--- src/rtl/ser_defs.vh ---
// rtl/ser_defs.vh - shared serial-link constants (state encodings, payload width)
//
// Included inside a package scope; the serial TX and a future serial RX share
// these encodings so that debug views and captured traces decode identically.
localparam logic [1:0] SER_ST_IDLE  = 2'b00;
localparam logic [1:0] SER_ST_START = 2'b01;
localparam logic [1:0] SER_ST_DATA  = 2'b10;
localparam logic [1:0] SER_ST_STOP  = 2'b11;

localparam int SER_DATA_W = 8;

--- src/rtl/_ser_tx_pkg.sv ---
// rtl/_ser_tx_pkg.sv - types and constants for the serial transmitter
//
// Purpose: wraps the shared serial definitions and provides the FSM state enum
// built on those encodings.
package _ser_tx_pkg;

  `include "ser_defs.vh"

  typedef enum logic [1:0] {
    ST_IDLE  = SER_ST_IDLE,
    ST_START = SER_ST_START,
    ST_DATA  = SER_ST_DATA,
    ST_STOP  = SER_ST_STOP
  } state_e;

endpackage

--- src/rtl/_baud_cnt.sv ---
// rtl/_baud_cnt.sv - bit-period counter producing bit-boundary ticks
//
// Purpose: counts 0..BAUD_DIV-1 while enabled and wraps to 0; held at 0 when
// disabled so every frame starts on a fresh bit period.
// Ports:
//   clk     - clock, rising edge
//   reset_n - synchronous active-low reset
//   en      - count enable (high while a frame is in flight)
//   tick    - high in the last cycle of each bit period
module _baud_cnt #(
  parameter int BAUD_DIV = 4
) (
  input  logic clk,
  input  logic reset_n,
  input  logic en,
  output logic tick
);

  localparam int CNT_W = (BAUD_DIV > 1) ? $clog2(BAUD_DIV) : 1;
  localparam logic [CNT_W-1:0] LAST = CNT_W'(BAUD_DIV - 1);

  logic [CNT_W-1:0] cnt_q;
  logic [CNT_W-1:0] cnt_d;

  always_comb begin
    cnt_d = cnt_q;
    if (!en) begin
      cnt_d = '0;
    end else if (cnt_q == LAST) begin
      cnt_d = '0;
    end else begin
      cnt_d = cnt_q + CNT_W'(1);
    end
  end

  always_ff @(posedge clk) begin
    if (!reset_n) begin
      cnt_q <= '0;
    end else begin
      cnt_q <= cnt_d;
    end
  end

  assign tick = en && (cnt_q == LAST);

endmodule

--- src/rtl/_ser_tx.sv ---
// rtl/_ser_tx.sv - serial transmitter: start bit, 8 data bits LSB first, stop bit
//
// Purpose: accepts a byte on a valid/ready handshake and shifts it out on tx,
// each bit lasting BAUD_DIV clock cycles.
// Ports:
//   clk     - clock, rising edge
//   reset_n - synchronous active-low reset
//   valid   - send request, accepted when ready is high
//   data    - payload, sampled only on the accept edge
//   ready   - high while idle
//   tx      - registered serial line, idles high
//   busy    - high while a frame is on the line
//   done    - one-cycle pulse in the first idle cycle after a completed frame
module _ser_tx
  import _ser_tx_pkg::*;
#(
  parameter int BAUD_DIV = 4,
  parameter int DATA_W   = SER_DATA_W
) (
  input  logic              clk,
  input  logic              reset_n,
  input  logic              valid,
  input  logic [DATA_W-1:0] data,
  output logic              ready,
  output logic              tx,
  output logic              busy,
  output logic              done
);

  localparam int IDX_W = $clog2(DATA_W);
  localparam logic [IDX_W-1:0] LAST_IDX = IDX_W'(DATA_W - 1);

  state_e            state_q;
  logic [DATA_W-1:0] shreg_q;
  logic [IDX_W-1:0]  bit_idx_q;
  logic              tx_q;
  logic              busy_q;
  logic              done_q;
  logic              tick;
  logic              baud_en;

  assign baud_en = (state_q != ST_IDLE);

  _baud_cnt #(
    .BAUD_DIV(BAUD_DIV)
  ) u_baud_cnt (
    .clk    (clk),
    .reset_n(reset_n),
    .en     (baud_en),
    .tick   (tick)
  );

  // tx is updated one edge ahead of each bit period so the line is always
  // driven straight from tx_q with no path from valid/data.
  always_ff @(posedge clk) begin
    if (!reset_n) begin
      state_q   <= ST_IDLE;
      shreg_q   <= '0;
      bit_idx_q <= '0;
      tx_q      <= 1'b1;
      busy_q    <= 1'b0;
      done_q    <= 1'b0;
    end else begin
      done_q <= 1'b0;
      case (state_q)
        ST_IDLE: begin
          if (valid) begin
            state_q <= ST_START;
            shreg_q <= data;
            tx_q    <= 1'b0;
            busy_q  <= 1'b1;
          end
        end
        ST_START: begin
          if (tick) begin
            state_q <= ST_DATA;
            tx_q    <= shreg_q[0];
            shreg_q <= shreg_q >> 1;
          end
        end
        ST_DATA: begin
          if (tick) begin
            if (bit_idx_q == LAST_IDX) begin
              state_q   <= ST_STOP;
              tx_q      <= 1'b1;
              bit_idx_q <= '0;
            end else begin
              tx_q      <= shreg_q[0];
              shreg_q   <= shreg_q >> 1;
              bit_idx_q <= bit_idx_q + IDX_W'(1);
            end
          end
        end
        ST_STOP: begin
          if (tick) begin
            state_q <= ST_IDLE;
            busy_q  <= 1'b0;
            done_q  <= 1'b1;
          end
        end
        default: state_q <= ST_IDLE;
      endcase
    end
  end

  assign ready = (state_q == ST_IDLE);
  assign tx    = tx_q;
  assign busy  = busy_q;
  assign done  = done_q;

endmodule

--- config.mk ---
export PLATFORM = sky130hd
export DESIGN_NAME = _ser_tx
export DESIGN_NICKNAME = d
export VERILOG_FILES = /design/src/rtl/_ser_tx_pkg.sv /design/src/rtl/_baud_cnt.sv /design/src/rtl/_ser_tx.sv
export VERILOG_INCLUDE_DIRS = /design/src /design/src/rtl
export SDC_FILE = /design/constraint.sdc
export NUM_CORES = 1
export LEC_CHECK = 0
export BUFFER_PORTS_ARGS = -buffer_cell sky130_fd_sc_hd__buf_2
export CORE_MARGIN = 5
export CORE_UTILIZATION = 30
export DETAILED_ROUTE_END_ITERATION = 12
export SLEW_MARGIN = 40
export SYNTH_ARGS = -nofsm -noshare
export SYNTH_HDL_FRONTEND = slang
export SYNTH_SLANG_ARGS = --single-unit
--- constraint.sdc ---
create_clock -name clk -period 5.6 [get_ports clk]
set_input_delay 0.84 -clock clk [delete_from_list [all_inputs] [get_ports clk]]
set_output_delay 0.84 -clock clk [all_outputs]
set_load 0.02 [all_outputs]
==> reports/metrics.yaml, run 1 <==
run_status:
  status: "completed"
logic_synthesis:
  syn_area_um2: 979.7
  synth_seq_area_share_pct: 36.78
  synth_nets: 122
  synth_area_leaders: "dfxtp_1, ha_1, mux2i_1"
  synth_top_cell_area_share_pct: 36.78
  ys_types: 26
  ys_ff_latch: 18
  yosys_warnings: 0
  syn-instance-count: 101
  synth_top_area_cell: "dfxtp_1"
  syn_avg_cell_area_um2: 9.700
setup_path:
  required_ns: 5.79
  critPathBufInv: 2
  start_kind: "flop"
  crit_cells: 7
  cp_slowest_cell: "dfxtp_1"
  cp_max_fo: 13
  timing.rr.end: "shreg_q[3]"
  crit_path_start: "state_q[0]"
  reg2reg_slack_ns: 3.42
  arrival_ns: 2.37
  timing.rr.start: "state_q[0]"
  worstSetupPathType: "reg2reg"
  critPathCapture: "shreg_q[3]"
  slowest_delay_ns: 0.43
  critPathTopFamily: "compound AO/OA/AOI/OAI gates"
  path_cells: "inv_1, ha_1, or2_4, a2111oi_4, clkbuf_4, nand2_1, o211a_1"
  reg2regPathDepth: 7
  critPathCaptureType: "flop"
power_and_ir_drop:
  internal_power_w: 0.0003459
  power.leakage_nw: 0.5283
  power_density_mw_per_mm2: 516.8
  seqPwrFrac_pct: 32.7
  clkPwrFrac_pct: 14.0
  p_switching_w: 0.0002295
  finalPower_w: 0.0005755
  ir_drop_mv: 0.2684
  p_comb_share_pct: 53.3
  p_sw_share_pct: 39.89
cells_and_area:
  fillCellCount: 344
  layout-drive-gt1-share_pct: 18.26
  multi_input_area_um2: 576.8
  final_cell_mix: "dfxtp_1, nand2_1, buf_2"
  fin_cells: 159
  ff_latch_area_um2: 360.3
  nets: 137
  area.growth.synth_to_final_pct: 13.67
  final_area_mm2: 0.001114
  layout_commonest_cell: "dfxtp_1"
  n_antenna_cell: 0
cts:
  postCtsSetupRepairBufs: 0
  cts_buffers: 3
  cts_tree: "done"
  cts.sink_count: 18
  clockRootBuffer: "clkbuf_4"
  clk_latency_ns: 0.30
  clk_path_buf_depth: 2
  cts-resized-gates: 0
  postCtsHoldBufs: 0
  clk_pin_slew_ns: 0.11
  ctsHtreeMaxLevel: 1
global_route:
  grt_pass1_wl_mm: 3.132
  grt_max_degree: 23
  grt_util_all_layers_pct: 8.981
  grt_overflow: 0
  grt_pass1_vias: 718
  antenna_found_initial: 0
drt:
  ant_nets: 0
  dr.pass1.iters: 2
  wirelength_mm: 1.787
  viasPerCell: 4.648
  drt-initial-drc-count: 3
  avgRoutedWirePerCell_um: 11.24
  via_count: 739
  drc: 0
floorplanning:
  pin_count: 15
  die_area_mm2: 0.004508
  num_rows: 20
  fp.dieH_um: 67.15
  initial_utilization_pct: 31.57
  core_area_mm2: 0.003103
  dieWidth_um: 67.15
worst_hold_path:
  min_path_type: "reg2reg"
timing:
  tns_ns: 0
  rsz0062_at_grt: "no"
  fmax_ghz: 0.4583
  slew_viol_final: 0
  slew_headroom_pct: 69.24
  worst_slew_pin_slew_ns: 0.4614
  min_period_ns: 2.182
  period_share_pct: 38.97
  skew_ns: 0.009396
  finalSetupViolations: 0
  finalHoldViolCount: 0
placement:
  gp_congestion: 0.7682
  dpl.hpwl_mm: 1.356
  place_area_mm2: 0.001070
  dp_cells: 154
  io_buffers: 14
flow_run:
  cap_viol_max_count: 0
## power by group through the flow
| stage | registers [W] | logic (W) | clock network (W) |
|---|---|---|---|
| finish | 0.000188 | 0.000307 | 0.0000805 |
| global route | 0.000194 | 0.000341 | 0.0000919 |
| CTS | 0.000188 | 0.000301 | 0.0000848 |
| detailed placement | 0.000191 | 0.000301 | 0 |
| global placement | 0.000188 | 0.000292 | 0 |
| floorplan | 0.000190 | 0.000258 | 0 |
## area by class of cell
cell class / count / share of cell area (%)
tap: 44 / 4.944
clock buffer: 4 / 3.258
multi-input combinational: 76 / 51.80
sequential: 18 / 32.36
inverter: 2 / 0.6742
timing repair buffer: 15 / 6.966
## how the worst min path moves through the flow
stage / end / cells past startpoint / start / slack, ns
4_1_cts: u_baud_cnt.cnt_q[0] / 1 / u_baud_cnt.cnt_q[0] / 0.45
2_1_floorplan: u_baud_cnt.cnt_q[0] / 1 / u_baud_cnt.cnt_q[0] / 0.41
3_5_place_dp: u_baud_cnt.cnt_q[0] / 1 / u_baud_cnt.cnt_q[0] / 0.43
5_1_grt: u_baud_cnt.cnt_q[0] / 1 / u_baud_cnt.cnt_q[0] / 0.47
3_3_place_gp: u_baud_cnt.cnt_q[0] / 1 / u_baud_cnt.cnt_q[0] / 0.42
6_report: u_baud_cnt.cnt_q[0] / 1 / u_baud_cnt.cnt_q[0] / 0.44
## per-layer routing
metal	wire, um	vias to the layer above	track usage [%]
met5	0	-	0
li1	-	386	-
met2	796	16	14.48
met3	96	2	3.661
met4	10	0	2.278
met1	883	335	11.08
## worst reg2reg max path: cells and delay by family, from the launching register on
kind            cells  cell delay (ns)
simple gates        2             0.36
buf+inv             2             0.44
fa+ha+maj           1             0.31
compound gates      2             0.56
flops               1             0.43
## Yosys cell counts, drive strengths merged
library cell and n:
dfxtp 18, nand2 16, ha 10, mux2i 9
o211a 7, o21ai 6, a21oi 5, buf 3
nand2b 3, nand3 3, nor2b 3, a21boi 2
and2 2, clkbuf 2, inv 2, nor3 2
a2111oi 1, a41oi 1, and3 1, nand3b 1
nand4b 1, nor4b 1, nor4bb 1, or2 1
## flip-flops by register name, summed over array words and instances, names as in the netlist
| signal | cells |
|---|---|
| shreg_q | 8 |
| u_baud_cnt.cnt_q | 2 |
| done | 1 |
| tx | 1 |
| state_q | 2 |
| busy | 1 |
| bit_idx_q | 3 |
## stage by stage
step | hold WS, ns | utilization (%) | setup slack (ns)
after global placement | 0.4177 | 34.48 | 3.407
after detailed placement | 0.4348 | 34.48 | 3.292
after global routing | 0.4747 | 35.89 | 3.259
after CTS | 0.4517 | 35.65 | 3.274
after floorplan | 0.4081 | - | 3.623
final | 0.4407 | 35.89 | 3.418
## cells by family after synthesis
| logic type | Yosys count | share of synthesized area, % |
|---|---|---|
| multiplexers | 9 | 9.196 |
| flip-flops | 18 | 36.78 |
| AND/OR/NAND/NOR | 35 | 18.90 |
| AO/OA/AOI/OAI | 22 | 18.01 |
| adder cells (fa/ha/maj) | 10 | 12.77 |
| buffers and inverters | 7 | 4.342 |
(Power assumes the default switching activity.)
==> run 2, diff against run 1 <==
clock period = 1.9 ns   (was 5.6 ns; I/O delays follow)
==> reports/metrics.yaml, run 2 (synthesis results as in run 1) <==
run_status:
  status: "completed"
drt:
  highest_layer: "met4"
  dr.pass1.iters: 4  # +2
  drc: 0  # unchanged
  wl_met1_um: 921  # +4.3%
  via_count: 759  # +2.7%
  avgRoutedWirePerCell_um: 11.35  # +1.0%
  met3WireLength_um: 109  # +14%
  viasPerCell: 4.628  # -0.42%
  wirelength_mm: 1.862  # +4.2%
  ant_nets: 0  # unchanged
  drt-initial-drc-count: 26  # +23
  dr_wl_met2_um: 822  # +3.3%
cts:
  clockRootBuffer: "clkbuf_4"
  clk_latency_ns: 0.29  # about the same
  cts.sink_count: 18  # unchanged
  cts_tree: "done"
  clk_pin_slew_ns: 0.10  # about the same
  postCtsHoldBufs: 0  # unchanged
  cts_buffers: 3  # unchanged
  ctsHtreeMaxLevel: 1  # unchanged
  clk_path_buf_depth: 2  # unchanged
setup_path:
  slowest_delay_ns: 0.39  # -0.04 ns
  critPathTopFamily: "compound AO/OA/AOI/OAI gates"
  cp_slowest_cell: "dfxtp_4"
  path_cells: "inv_1, ha_2, or2_4, a2111oi_4, buf_6, nand2_1, o211a_1"
  crit_path_start: "state_q[0]"
  cp_max_fo: 8  # -5
  arrival_ns: 1.99  # -0.38 ns
  worstSetupPathType: "reg2reg"
  start_kind: "flop"
  critPathCapture: "shreg_q[1]"
  timing.rr.start: "state_q[0]"
  timing.rr.end: "shreg_q[1]"
  critPathCaptureType: "flop"
  reg2reg_slack_ns: 0.11  # -3.31 ns
  reg2regPathDepth: 7  # unchanged
  crit_cells: 7  # unchanged
  critPathBufInv: 2  # unchanged
  required_ns: 2.09  # -3.70 ns
cells_and_area:
  top_register: "shreg_q"
  final_cell_mix: "nand2_1, dfxtp_1, buf_2"
  final_area_mm2: 0.001165  # +4.6%
  ff_latch_area_um2: 367.9  # +2.1%
  nets: 142  # +3.6%
  multi_input_area_um2: 579.3  # +0.43%
  fillCellCount: 338  # -1.7%
  n_antenna_cell: 0  # unchanged
  utilization_pct: 37.54  # +1.7 points
  largest_register_ffs: 8  # unchanged
  top_regs: "shreg_q: 8 flops, bit_idx_q: 3 flops"
  area.growth.synth_to_final_pct: 18.90
  layout-drive-gt1-share_pct: 24.17  # +5.9 points
floorplanning:
  pin_count: 15  # unchanged
  initial_utilization_pct: 31.57  # unchanged
  num_rows: 20  # unchanged
  fp.dieH_um: 67.15  # unchanged
  die_area_mm2: 0.004508  # unchanged
  core_area_mm2: 0.003103  # unchanged
  dieWidth_um: 67.15  # unchanged
global_route:
  grt_max_degree: 23  # unchanged
  grt_pass1_vias: 743  # +3.5%
  antenna_found_initial: 0  # unchanged
  grt_overflow: 0  # unchanged
  grt_pass1_wl_mm: 3.194  # +2.0%
  grt_util_all_layers_pct: 9.056  # +0.076 points
timing:
  finalHoldViolCount: 0  # unchanged
  min_period_ns: 1.794  # -0.3879 ns
  period_share_pct: 94.43  # +55 points
  rsz0062_at_grt: "no"
  slew_headroom_pct: 69.63  # +0.39 points
  skew_ns: 0.004637  # -0.004759 ns
  worst_slew_pin_slew_ns: 0.4556  # -0.005838 ns
  fin_hold_ws_ns: 0.2574  # -0.1833 ns
  fmax_ghz: 0.5574  # +22%
  fin_ws_ns: 0.1058  # -3.312 ns
  slew_viol_final: 0  # unchanged
  tns_ns: 0  # unchanged
  finalSetupViolations: 0  # unchanged
worst_hold_path:
  min_path_type: "in2reg"
placement:
  place_area_mm2: 0.001109  # +3.6%
  gp_congestion: 0.7886  # +2.7%
  io_buffers: 14  # unchanged
  pre_cts_slack_ns: 0.02205  # -3.270 ns
  dpl.hpwl_mm: 1.378  # +1.7%
power_and_ir_drop:
  power_density_mw_per_mm2: 1566  # +200%
  ir_drop_mv: 0.7767  # +190%
  power.leakage_nw: 0.5537  # +4.8%
flow_run:
  cap_viol_max_count: 0  # unchanged
==> run 2: cell count changes in the layout (fill, tap and decap cells not counted), sizes merged <==
cell and change:
clkbuf -1, buf +6
==> run 2: per-layer routing <==
metal	up-vias	global-route usage [%]
met5	-	0
met4	0	1.772
met3	2	3.494
met2	19	14.23
met1	342	11.81
li1	396	-
==> run 2: repair_timing <==
action | 4_1_cts | 5_1_grt
setup buffers | 0 | 0
pin swaps | 0 | 1
endpoints found under the setup margin | 7 | 8
gates resized for setup | 1 | 6
gates cloned | 0 | 1
==> run 2: final cells by class <==
cell class / count / share of cell area [%]
tap: 44 / 4.726
multi-input combinational: 76 / 49.73
clock buffer: 4 / 3.115
sequential: 18 / 31.58
inverter: 2 / 0.6445
timing repair buffer: 20 / 10.20
==> run 2: through the flow <==
| stage | power [W] | instances |
|---|---|---|
| floorplan | 0.001322 | 101 |
| CTS | 0.001769 | 163 |
| finish | 0.001824 | 164 |
| detailed placement | 0.001524 | 159 |
| global route | 0.001975 | 164 |
| global placement | 0.001491 | 159 |
==> run 2: how the worst min path moves through the flow <==
stage | cells past startpoint | start | slack, ns | to
2_1_floorplan | 1 | u_baud_cnt.cnt_q[0] | 0.41 | u_baud_cnt.cnt_q[0]
3_3_place_gp | 1 | u_baud_cnt.cnt_q[0] | 0.42 | u_baud_cnt.cnt_q[0]
3_5_place_dp | 1 | u_baud_cnt.cnt_q[0] | 0.43 | u_baud_cnt.cnt_q[0]
4_1_cts | 3 | data[7] | 0.25 | shreg_q[7]
5_1_grt | 3 | data[7] | 0.26 | shreg_q[7]
6_report | 3 | data[7] | 0.26 | shreg_q[7]
==> run 2: where the power goes <==
part | switching, W | internal, W | leakage, nW
Combinational | 0.000521 | 0.000502 | 0.383
Clock | 0.000119 | 0.000117 | 0.0210
Sequential | 0.0000696 | 0.000496 | 0.149
==> run 2: worst min-delay path: stages <==
cell      delay, ns
buf_2          0.08
nand4b_1       0.08
o21ai_1        0.07
==> run 3, diff against run 2 <==
CAP_MARGIN = 30   (was default)
CTS_BUF_LIST = sky130_fd_sc_hd__clkbuf_16   (was default)
==> reports/metrics.yaml, run 3 (synthesis results as in run 1) <==
setup_path:
  arrival_ns: 1.99  # about the same
  required_ns: 2.09  # about the same
  crit_path_start: "state_q[0]"
  start_kind: "flop"
  critPathCaptureType: "flop"
  timing.rr.start: "state_q[0]"
  cp_max_fo: 8  # unchanged
  worstSetupPathType: "reg2reg"
power_and_ir_drop:
  power_density_mw_per_mm2: 1657  # +5.8%
  p_sw_share_pct: 36.57  # -2.3 points
  seqPwrFrac_pct: 28.2  # -2.8 points
  ir_drop_mv: 0.8535  # +9.9%
  internal_power_w: 0.001258  # +13%
  p_switching_w: 0.0007255  # +2.3%
  clkPwrFrac_pct: 21.2  # +8.3 points
  power.leakage_nw: 0.5717  # +3.3%
  p_comb_share_pct: 50.5  # -5.6 points
timing:
  fmax_ghz: 0.5549  # -0.45%
  fin_hold_ws_ns: 0.3091  # +0.05170 ns
  period_share_pct: 94.86  # +0.42 points
  rsz0062_at_grt: "no"
  slew_headroom_pct: 70.09  # +0.47 points
  min_period_ns: 1.802  # +0.008058 ns
  finalSetupViolations: 0  # unchanged
  slew_viol_final: 0  # unchanged
  skew_ns: 0.003933  # -0.0007041 ns
  fin_ws_ns: 0.09775  # -0.008058 ns
  worst_slew_pin_slew_ns: 0.4486  # -0.006993 ns
  tns_ns: 0  # unchanged
  finalHoldViolCount: 0  # unchanged
cells_and_area:
  utilization_pct: 38.59  # +1.0 points
  top_regs: "shreg_q: 8 flops, bit_idx_q: 3 flops"
  area.growth.synth_to_final_pct: 22.22
  final_area_mm2: 0.001197  # +2.8%
  n_antenna_cell: 0  # unchanged
  final_cell_mix: "nand2_1, dfxtp_1, buf_2"
  largest_register_ffs: 8  # unchanged
  layout-drive-gt1-share_pct: 22.50  # -1.7 points
  top_register: "shreg_q"
  nets: 142  # unchanged
  fillCellCount: 336  # -0.59%
global_route:
  grt_pass1_wl_mm: 3.291  # +3.0%
  grt_util_all_layers_pct: 9.264  # +0.21 points
  grt_pass1_vias: 766  # +3.1%
  grt_max_degree: 23  # unchanged
  antenna_found_initial: 0  # unchanged
  grt_overflow: 0  # unchanged
drt:
  dr.pass1.iters: 4  # unchanged
  drc: 0  # unchanged
  ant_nets: 0  # unchanged
  wirelength_mm: 1.885  # +1.2%
  avgRoutedWirePerCell_um: 11.49  # +1.2%
  via_count: 763  # +0.53%
  viasPerCell: 4.652  # +0.53%
  drt-initial-drc-count: 38  # +46%
flow_run:
  cap_viol_max_count: 0  # unchanged
run_status:
  status: "completed"
placement:
  gp_congestion: 0.7886  # unchanged
  place_area_mm2: 0.001109  # unchanged
  dpl.hpwl_mm: 1.378  # unchanged
  pre_cts_slack_ns: 0.02205  # unchanged
  io_buffers: 14  # unchanged
cts:
  cts_tree: "done"
  postCtsSetupRepairBufs: 0  # unchanged
  clk_pin_slew_ns: 0.05  # -0.05 ns
  ctsHtreeMaxLevel: 1  # unchanged
  clk_path_buf_depth: 2  # unchanged
  clk_latency_ns: 0.25  # -0.04 ns
  clockRootBuffer: "clkbuf_16"
  cts.sink_count: 18  # unchanged
  cts_buffers: 3  # unchanged
floorplanning:
  core_area_mm2: 0.003103  # unchanged
  pin_count: 15  # unchanged
  fp.dieH_um: 67.15  # unchanged
  initial_utilization_pct: 31.57  # unchanged
  dieWidth_um: 67.15  # unchanged
  die_area_mm2: 0.004508  # unchanged
  num_rows: 20  # unchanged
worst_hold_path:
  hp-start: "data[7]"
  min_path_type: "in2reg"
==> run 3: cell types whose count changed in the layout (fill, tap and decap cells not counted), sizes merged <==
cell    previous run  this run
clkinv             0         1
clkbuf             4         3
==> run 3: final cells by class <==
type,count,area [um^2],area share (%)
Clock buffer,3,75.07,6.270
Clock inverter,1,3.754,0.3135
Inverter,2,7.507,0.6270
Multi-Input combinational cell,76,576.8,48.17
Sequential cell,18,362.8,30.30
Tap cell,44,55.05,4.598
Timing Repair Buffer,20,116.4,9.718
==> run 3: metrics by stage <==
| stage | power, W | instances |
|---|---|---|
| 4_1_cts | 0.001968 | 163 |
| 3_3_place_gp | 0.001491 | 159 |
| 5_1_grt | 0.002140 | 164 |
| 3_5_place_dp | 0.001524 | 159 |
| 2_1_floorplan | 0.001322 | 101 |
| 6_report | 0.001984 | 164 |
==> run 3: worst paths after layout <==
kind,to,slack [ns],depth (start not counted)
setup / recovery,shreg_q[1],0.1,6
setup reg to reg,shreg_q[1],0.1,6
hold reg to reg,u_baud_cnt.cnt_q[0],0.43,1
hold / removal,shreg_q[7],0.31,3
==> run 3: metal layers <==
metal / part of all wire, % / global-route usage [%] / vias up / wire length [um]
met5: 0 / 0 / - / 0
met4: 0 / 1.772 / 0 / 0
met3: 6.9 / 2.995 / 0 / 131
met2: 45 / 15.21 / 25 / 855
met1: 48 / 11.91 / 340 / 897
li1: - / - / 398 / -
==> run 3: power groups by stage <==
stage                     Clock (W)  Combinational [W]  Sequential (W)
after floorplan                   0           0.000760        0.000563
after global placement            0           0.000936        0.000555
after detailed placement          0           0.000960        0.000563
after CTS                  0.000430           0.000982        0.000557
after global routing       0.000450            0.00112        0.000572
final                      0.000421            0.00100        0.000560
==> run 3: timing repair <==
action,4_1_cts,5_1_grt
setup endpoints to repair,7,11
gates cloned,0,1
hold buffers,0,0
gates resized for setup,1,1
==> run 3: worst max-delay path, cell delays in order (launching register included) <==
cell	delay, ns
dfxtp_2	0.37
inv_1	0.11
ha_1	0.24
nand2b_1	0.21
a2111oi_4	0.40
buf_2	0.26
o211a_1	0.16
